File: src/rtl/serial_hex_demux_if.sv
`default_nettype none
// ============================================================================
// Module      : serial_hex_demux_if
// Description : Serial hex-digit link bundle: bit strobe, data and sync in;
//               held channel data, frame pulses and receive status out.
// Revision    : 1.0 - initial release
// ============================================================================
interface serial_hex_demux_if #(
  parameter int NUM_CH = 4,
  parameter int CH_W   = 4
);
  localparam int SLOT_W = (NUM_CH > 1) ? $clog2(NUM_CH) : 1;

  logic                     en;
  logic                     din;
  logic                     sync;
  logic [NUM_CH*CH_W-1:0]   ch_data;
  logic                     frame_valid;
  logic                     frame_err;
  logic                     busy;
  logic [SLOT_W-1:0]        slot;

  modport master (
    output en, din, sync,
    input  ch_data, frame_valid, frame_err, busy, slot
  );

  modport slave (
    input  en, din, sync,
    output ch_data, frame_valid, frame_err, busy, slot
  );
endinterface
`default_nettype wire

File: src/rtl/serial_hex_demux.sv
`default_nettype none
// ============================================================================
// Module      : serial_hex_demux
// Description : Demultiplexes an LSB-first serial frame of NUM_CH hex digits
//               into double-buffered parallel channel registers.
// Revision    : 1.0 - initial release
// ============================================================================
module serial_hex_demux #(
  parameter int NUM_CH = 4,
  parameter int CH_W   = 4
) (
  input  wire logic            clk,
  input  wire logic            rst,
  serial_hex_demux_if.slave    bus
);
  localparam int FRAME_BITS = NUM_CH * CH_W;
  localparam int CNT_W      = (FRAME_BITS > 1) ? $clog2(FRAME_BITS) : 1;
  localparam int SLOT_W     = (NUM_CH > 1) ? $clog2(NUM_CH) : 1;

  localparam logic [CNT_W-1:0] C_LAST = CNT_W'(FRAME_BITS - 1);
  localparam logic [CNT_W-1:0] C_ONE  = CNT_W'(1);

  typedef enum logic [0:0] {
    ST_IDLE = 1'b0,
    ST_RECV = 1'b1
  } state_t;

  state_t                  r_state;
  state_t                  w_state_next;
  logic [CNT_W-1:0]        r_count;
  logic [CNT_W-1:0]        w_count_next;
  logic [FRAME_BITS-1:0]   r_shift;
  logic [FRAME_BITS-1:0]   w_shift_next;
  logic [FRAME_BITS-1:0]   r_ch_data;
  logic [FRAME_BITS-1:0]   w_ch_next;
  logic                    r_valid;
  logic                    w_valid_next;
  logic                    r_err;
  logic                    w_err_next;

  always_ff @(posedge clk) begin
    if (rst) begin
      r_state   <= ST_IDLE;
      r_count   <= '0;
      r_shift   <= '0;
      r_ch_data <= '0;
      r_valid   <= 1'b0;
      r_err     <= 1'b0;
    end else begin
      r_state   <= w_state_next;
      r_count   <= w_count_next;
      r_shift   <= w_shift_next;
      r_ch_data <= w_ch_next;
      r_valid   <= w_valid_next;
      r_err     <= w_err_next;
    end
  end

  always_comb begin
    w_state_next = r_state;
    w_count_next = r_count;
    w_shift_next = r_shift;
    w_ch_next    = r_ch_data;
    w_valid_next = 1'b0;
    w_err_next   = 1'b0;

    unique case (r_state)
      ST_IDLE: begin
        if (bus.en && bus.sync) begin
          w_shift_next[0] = bus.din;
          // A one-bit frame is complete on the sync bit itself.
          if (C_LAST == '0) begin
            w_ch_next    = w_shift_next;
            w_valid_next = 1'b1;
            w_count_next = '0;
          end else begin
            w_count_next = C_ONE;
            w_state_next = ST_RECV;
          end
        end
      end
      ST_RECV: begin
        if (bus.en) begin
          if (bus.sync) begin
            // Early sync restarts the frame; the displayed word is untouched.
            w_shift_next[0] = bus.din;
            w_count_next    = C_ONE;
            w_err_next      = 1'b1;
          end else begin
            w_shift_next[r_count] = bus.din;
            if (r_count == C_LAST) begin
              w_ch_next    = w_shift_next;
              w_valid_next = 1'b1;
              w_count_next = '0;
              w_state_next = ST_IDLE;
            end else begin
              w_count_next = r_count + C_ONE;
            end
          end
        end
      end
      default: begin
        w_state_next = ST_IDLE;
      end
    endcase
  end

  assign bus.ch_data     = r_ch_data;
  assign bus.frame_valid = r_valid;
  assign bus.frame_err   = r_err;
  assign bus.busy        = (r_state == ST_RECV);
  assign bus.slot        = (r_state == ST_RECV) ? SLOT_W'(32'(r_count) / CH_W) : '0;
endmodule
`default_nettype wire
File: src/flat_wrapper.sv
// flat-port wrapper written by rule: the top's interface ports become plain ports
module serial_hex_demux_flat 
#(
  parameter int NUM_CH = 4,
  parameter int CH_W   = 4
)
  (clk, rst, bus_en, bus_din, bus_sync, bus_ch_data, bus_frame_valid, bus_frame_err, bus_busy, bus_slot);
  serial_hex_demux_if #(.NUM_CH(NUM_CH), .CH_W(CH_W)) bus_i ();
  input  wire logic clk;
  input  wire logic rst;
  input wire logic [$bits(bus_i.en)-1:0] bus_en;
  input wire logic [$bits(bus_i.din)-1:0] bus_din;
  input wire logic [$bits(bus_i.sync)-1:0] bus_sync;
  output wire logic [$bits(bus_i.ch_data)-1:0] bus_ch_data;
  output wire logic [$bits(bus_i.frame_valid)-1:0] bus_frame_valid;
  output wire logic [$bits(bus_i.frame_err)-1:0] bus_frame_err;
  output wire logic [$bits(bus_i.busy)-1:0] bus_busy;
  output wire logic [$bits(bus_i.slot)-1:0] bus_slot;
  assign bus_i.en = bus_en;
  assign bus_i.din = bus_din;
  assign bus_i.sync = bus_sync;
  assign bus_ch_data = bus_i.ch_data;
  assign bus_frame_valid = bus_i.frame_valid;
  assign bus_frame_err = bus_i.frame_err;
  assign bus_busy = bus_i.busy;
  assign bus_slot = bus_i.slot;
  serial_hex_demux #(.NUM_CH(NUM_CH), .CH_W(CH_W)) u_core (.clk(clk), .rst(rst), .bus(bus_i));
endmodule
File: config.mk
export PLATFORM = sky130hd
export DESIGN_NAME = serial_hex_demux_flat
export DESIGN_NICKNAME = d
export VERILOG_FILES = /design/src/rtl/serial_hex_demux_if.sv /design/src/rtl/serial_hex_demux.sv /design/src/flat_wrapper.sv
export SDC_FILE = /design/constraint.sdc
export NUM_CORES = 1
export LEC_CHECK = 0
export CAP_MARGIN = 0
export CORE_MARGIN = 5
export CORE_UTILIZATION = 59
export CTS_BUF_LIST = sky130_fd_sc_hd__clkbuf_4 sky130_fd_sc_hd__clkbuf_8
export DETAILED_ROUTE_END_ITERATION = 10
export PLACE_DENSITY = 0.86
export SLEW_MARGIN = 20
export SYNTH_ARGS = -nofsm -noshare
export SYNTH_HDL_FRONTEND = slang
export SYNTH_SLANG_ARGS = --single-unit
File: constraint.sdc
create_clock -name clk -period 3.32 [get_ports clk]
set_input_delay 0.664 -clock clk [delete_from_list [all_inputs] [get_ports clk]]
set_output_delay 0.664 -clock clk [all_outputs]
set_load 0.01 [all_outputs]
==> flow_metrics.env <==
export IMPL_power_uw=736
export IMPL_initial_core_util_pct=61.7
export IMPL_cp_required_ns=2.66
export IMPL_syn_avg_cell_area_um2=9.05
export IMPL_ir_worst_vdd_mv=0.341
export IMPL_drt_met1_wl_mm=1.63
export IMPL_layout_common_cells="38 x dfxtp_1, 26 x nand3_1, 25 x clkdlybuf4s50_1"
export IMPL_syn_instance_count=188
export IMPL_netlist_area_mm2=0.00170
export IMPL_seqCellArea_um2=761
export IMPL_end_kind="primary output"
export IMPL_hold_violations=0
export IMPL_crit_arrival_ns=1.64
export IMPL_drv_cap=0
export IMPL_drv_slew=0
export IMPL_routedWlPerCell_um=16.3
export IMPL_clk_pin_slew_worst_paths_ns=0.11
export IMPL_clock_skew_ns=0.00691
export IMPL_synthDistinctLibCells=34
export IMPL_power_density_mw_per_mm2=375
export IMPL_syn_nets=197
export IMPL_ant_nets=0
export IMPL_layout_nets=214
export IMPL_die_x_um=63.7
export IMPL_fmax_mhz=435
export IMPL_rsz0062_at_grt="false"
export IMPL_clkSinkCount=38
export IMPL_drcViolationCount=0
export IMPL_drt_iter0_markers=75
export IMPL_yosys_warnings=0
export IMPL_htree_levels=2
export IMPL_dp_hpwl_mm=2.53
export IMPL_cts_resized=0
export IMPL_dp_slack_ns=0.857
export IMPL_die_area_mm2=0.00406
export IMPL_areaGrowthSynthToFinish_pct=15.2
export IMPL_grt_pass1_vias=1479
export IMPL_grt_max_degree=40
export IMPL_multiInputGateArea_um2=848
export IMPL_finalSetupTns_ns=0
export IMPL_vias=1451
export IMPL_rows=19
export IMPL_num_fill_cells=228
export IMPL_post_cts_buffers=0
export IMPL_ys_seq_area_share_pct=44.7
export IMPL_clock_path_buffers=2
export IMPL_cp_start_kind="flip-flop"
export IMPL_place_gp_congestion=0.760
export IMPL_yosys_register_bits=38
export IMPL_cts_tree="yes"
export IMPL_cts_buffers_inserted=5
export IMPL_fin_crit_sh_pct=69.3
export IMPL_grt_pass1_wl_mm=6.48
export IMPL_final_common_cell="dfxtp_1"
export IMPL_cts_root_buf="clkbuf_4"
export IMPL_period_needed_ns=2.30
export IMPL_antenna_found_initial=0
export IMPL_viasPerCell=6.15
export IMPL_worstMarginPinSlew_ns=0.781
export IMPL_status="completed"
export IMPL_dr_pass1_iters=4
export IMPL_fp_dieH_um=63.7
export IMPL_worstPathMaxFanout=12
export IMPL_crit_type="reg2out"
export IMPL_clk_latency_ns=0.35
export IMPL_port_buffers=25
export IMPL_hold_class="reg2reg"
export IMPL_drive_gt1_share_pct=5.85
export IMPL_top_layer_used="met4"
export IMPL_final_cell_area_mm2=0.00196
export IMPL_maxSlewHeadroom_pct=47.9
export IMPL_p_leak_nw=0.722
export IMPL_wl_met3_um=240
export IMPL_routed_wl_mm=3.84
export IMPL_grt_usage_pct=20.0
export IMPL_core_area_mm2=0.00276
export IMPL_postPlaceCellArea_mm2=0.00191
export IMPL_fin_ws_ns=1.02
export IMPL_wl_met2_mm=1.87
export IMPL_setup_viol=0
export IMPL_globalRouteOverflowTotal=0
export IMPL_diodes=0
export IMPL_ios=26
export IMPL_cts_hold_buf=0
[critical path, cell delays in order (launching register included)]
cell and delay (ns):
dfxtp_1 0.58, and2_1 0.18, clkdlybuf4s50_1 0.53
[final cells by class]
type                       instances  share of cell area, %
multi-input combinational        132                   43.3
clock inverter                     2                  0.511
sequential                        38                   38.8
inverter                           2                  0.383
timing repair buffer              26                   13.1
tap                               31                   1.98
clock buffer                       5                   1.91
[metrics by stage]
| stage | std cells | hold slack (ns) | util, % |
|---|---|---|---|
| 2_1_floorplan | 188 | 0.438 | - |
| 3_3_place_gp | 229 | 0.456 | 69.4 |
| 3_5_place_dp | 229 | 0.467 | 69.4 |
| 4_1_cts | 236 | 0.484 | 71.1 |
| 5_1_grt | 236 | 0.513 | 71.1 |
| 6_report | 236 | 0.481 | 71.1 |
[synth_stat cells]
| master | count | area share (%) |
|---|---|---|
| a21oi_1 | 22 | 6.5 |
| dfxtp_1 | 38 | 45 |
| o21ai_0 | 13 | 3.8 |
| nand4_1 | 1 | 0.37 |
| a211oi_1 | 4 | 1.8 |
| clkbuf_1 | 5 | 1.1 |
| inv_1 | 2 | 0.44 |
| a2111oi_2 | 1 | 0.88 |
| nor3b_2 | 1 | 0.74 |
| mux2i_1 | 15 | 8.8 |
| a31oi_1 | 1 | 0.37 |
| nor2b_1 | 3 | 1.1 |
| buf_4 | 5 | 2.2 |
| a22oi_1 | 1 | 0.44 |
| a211o_1 | 1 | 0.51 |
| nand3_1 | 26 | 7.6 |
| nand2_1 | 6 | 1.3 |
| nand4b_1 | 1 | 0.51 |
| nor3b_1 | 1 | 0.44 |
| and3_1 | 1 | 0.37 |
| buf_1 | 1 | 0.22 |
| and3b_1 | 1 | 0.51 |
| o31ai_1 | 1 | 0.44 |
| ha_1 | 4 | 2.9 |
| buf_2 | 5 | 1.5 |
| nand2b_1 | 12 | 4.4 |
| o22ai_1 | 2 | 0.74 |
| and4b_1 | 1 | 0.59 |
| o41ai_1 | 1 | 0.51 |
| nand3b_1 | 1 | 0.44 |
| and2_1 | 3 | 1.1 |
| nor3_1 | 1 | 0.29 |
| a21bo_2 | 2 | 1.2 |
| nor2_1 | 5 | 1.1 |
[metal layers]
layer,GRT usage (%),vias up
met3,7.28,11
met1,21.5,684
li1,-,706
met2,33.2,50
met5,0,-
met4,12.2,0
[state kept, by name, indices dropped and copies added, names as in the netlist]
name / flops
u_core.bus.frame_err: 1
u_core.bus.busy: 1
u_core.r_shift: 15
u_core.r_count: 4
u_core.bus.frame_valid: 1
u_core.bus.ch_data: 16
[power breakdown]
group / internal, mW / total, mW / switching [mW]
logic: 0.0193 / 0.0459 / 0.0266
clock network: 0.0761 / 0.226 / 0.150
registers: 0.459 / 0.464 / 0.00479
total: 0.554 / 0.736 / 0.182
[worst paths after layout]
kind,startpoint,end,slack [ns],cells after the start
max,u_core.r_count[2],bus_slot[0],1.02,2
min,u_core.r_shift[5],u_core.bus.ch_data[5],0.48,2
max reg2reg,u_core.r_count[0],u_core.bus.ch_data[12],1.27,4
min reg2reg,u_core.r_shift[5],u_core.bus.ch_data[5],0.48,2
[cells by family (layout without fill, tap and decap cells)]
| group | count (synthesis) | in the layout | share of synthesized area [%] |
|---|---|---|---|
| buf+inv | 18 | 35 | 5.44 |
| compound gates | 49 | 49 | 17.1 |
| flops | 38 | 38 | 44.7 |
| mux | 15 | 15 | 8.82 |
| simple gates | 64 | 64 | 21.0 |
| fa+ha+maj | 4 | 4 | 2.94 |
Note: power is estimated with default switching activity, not from simulation.
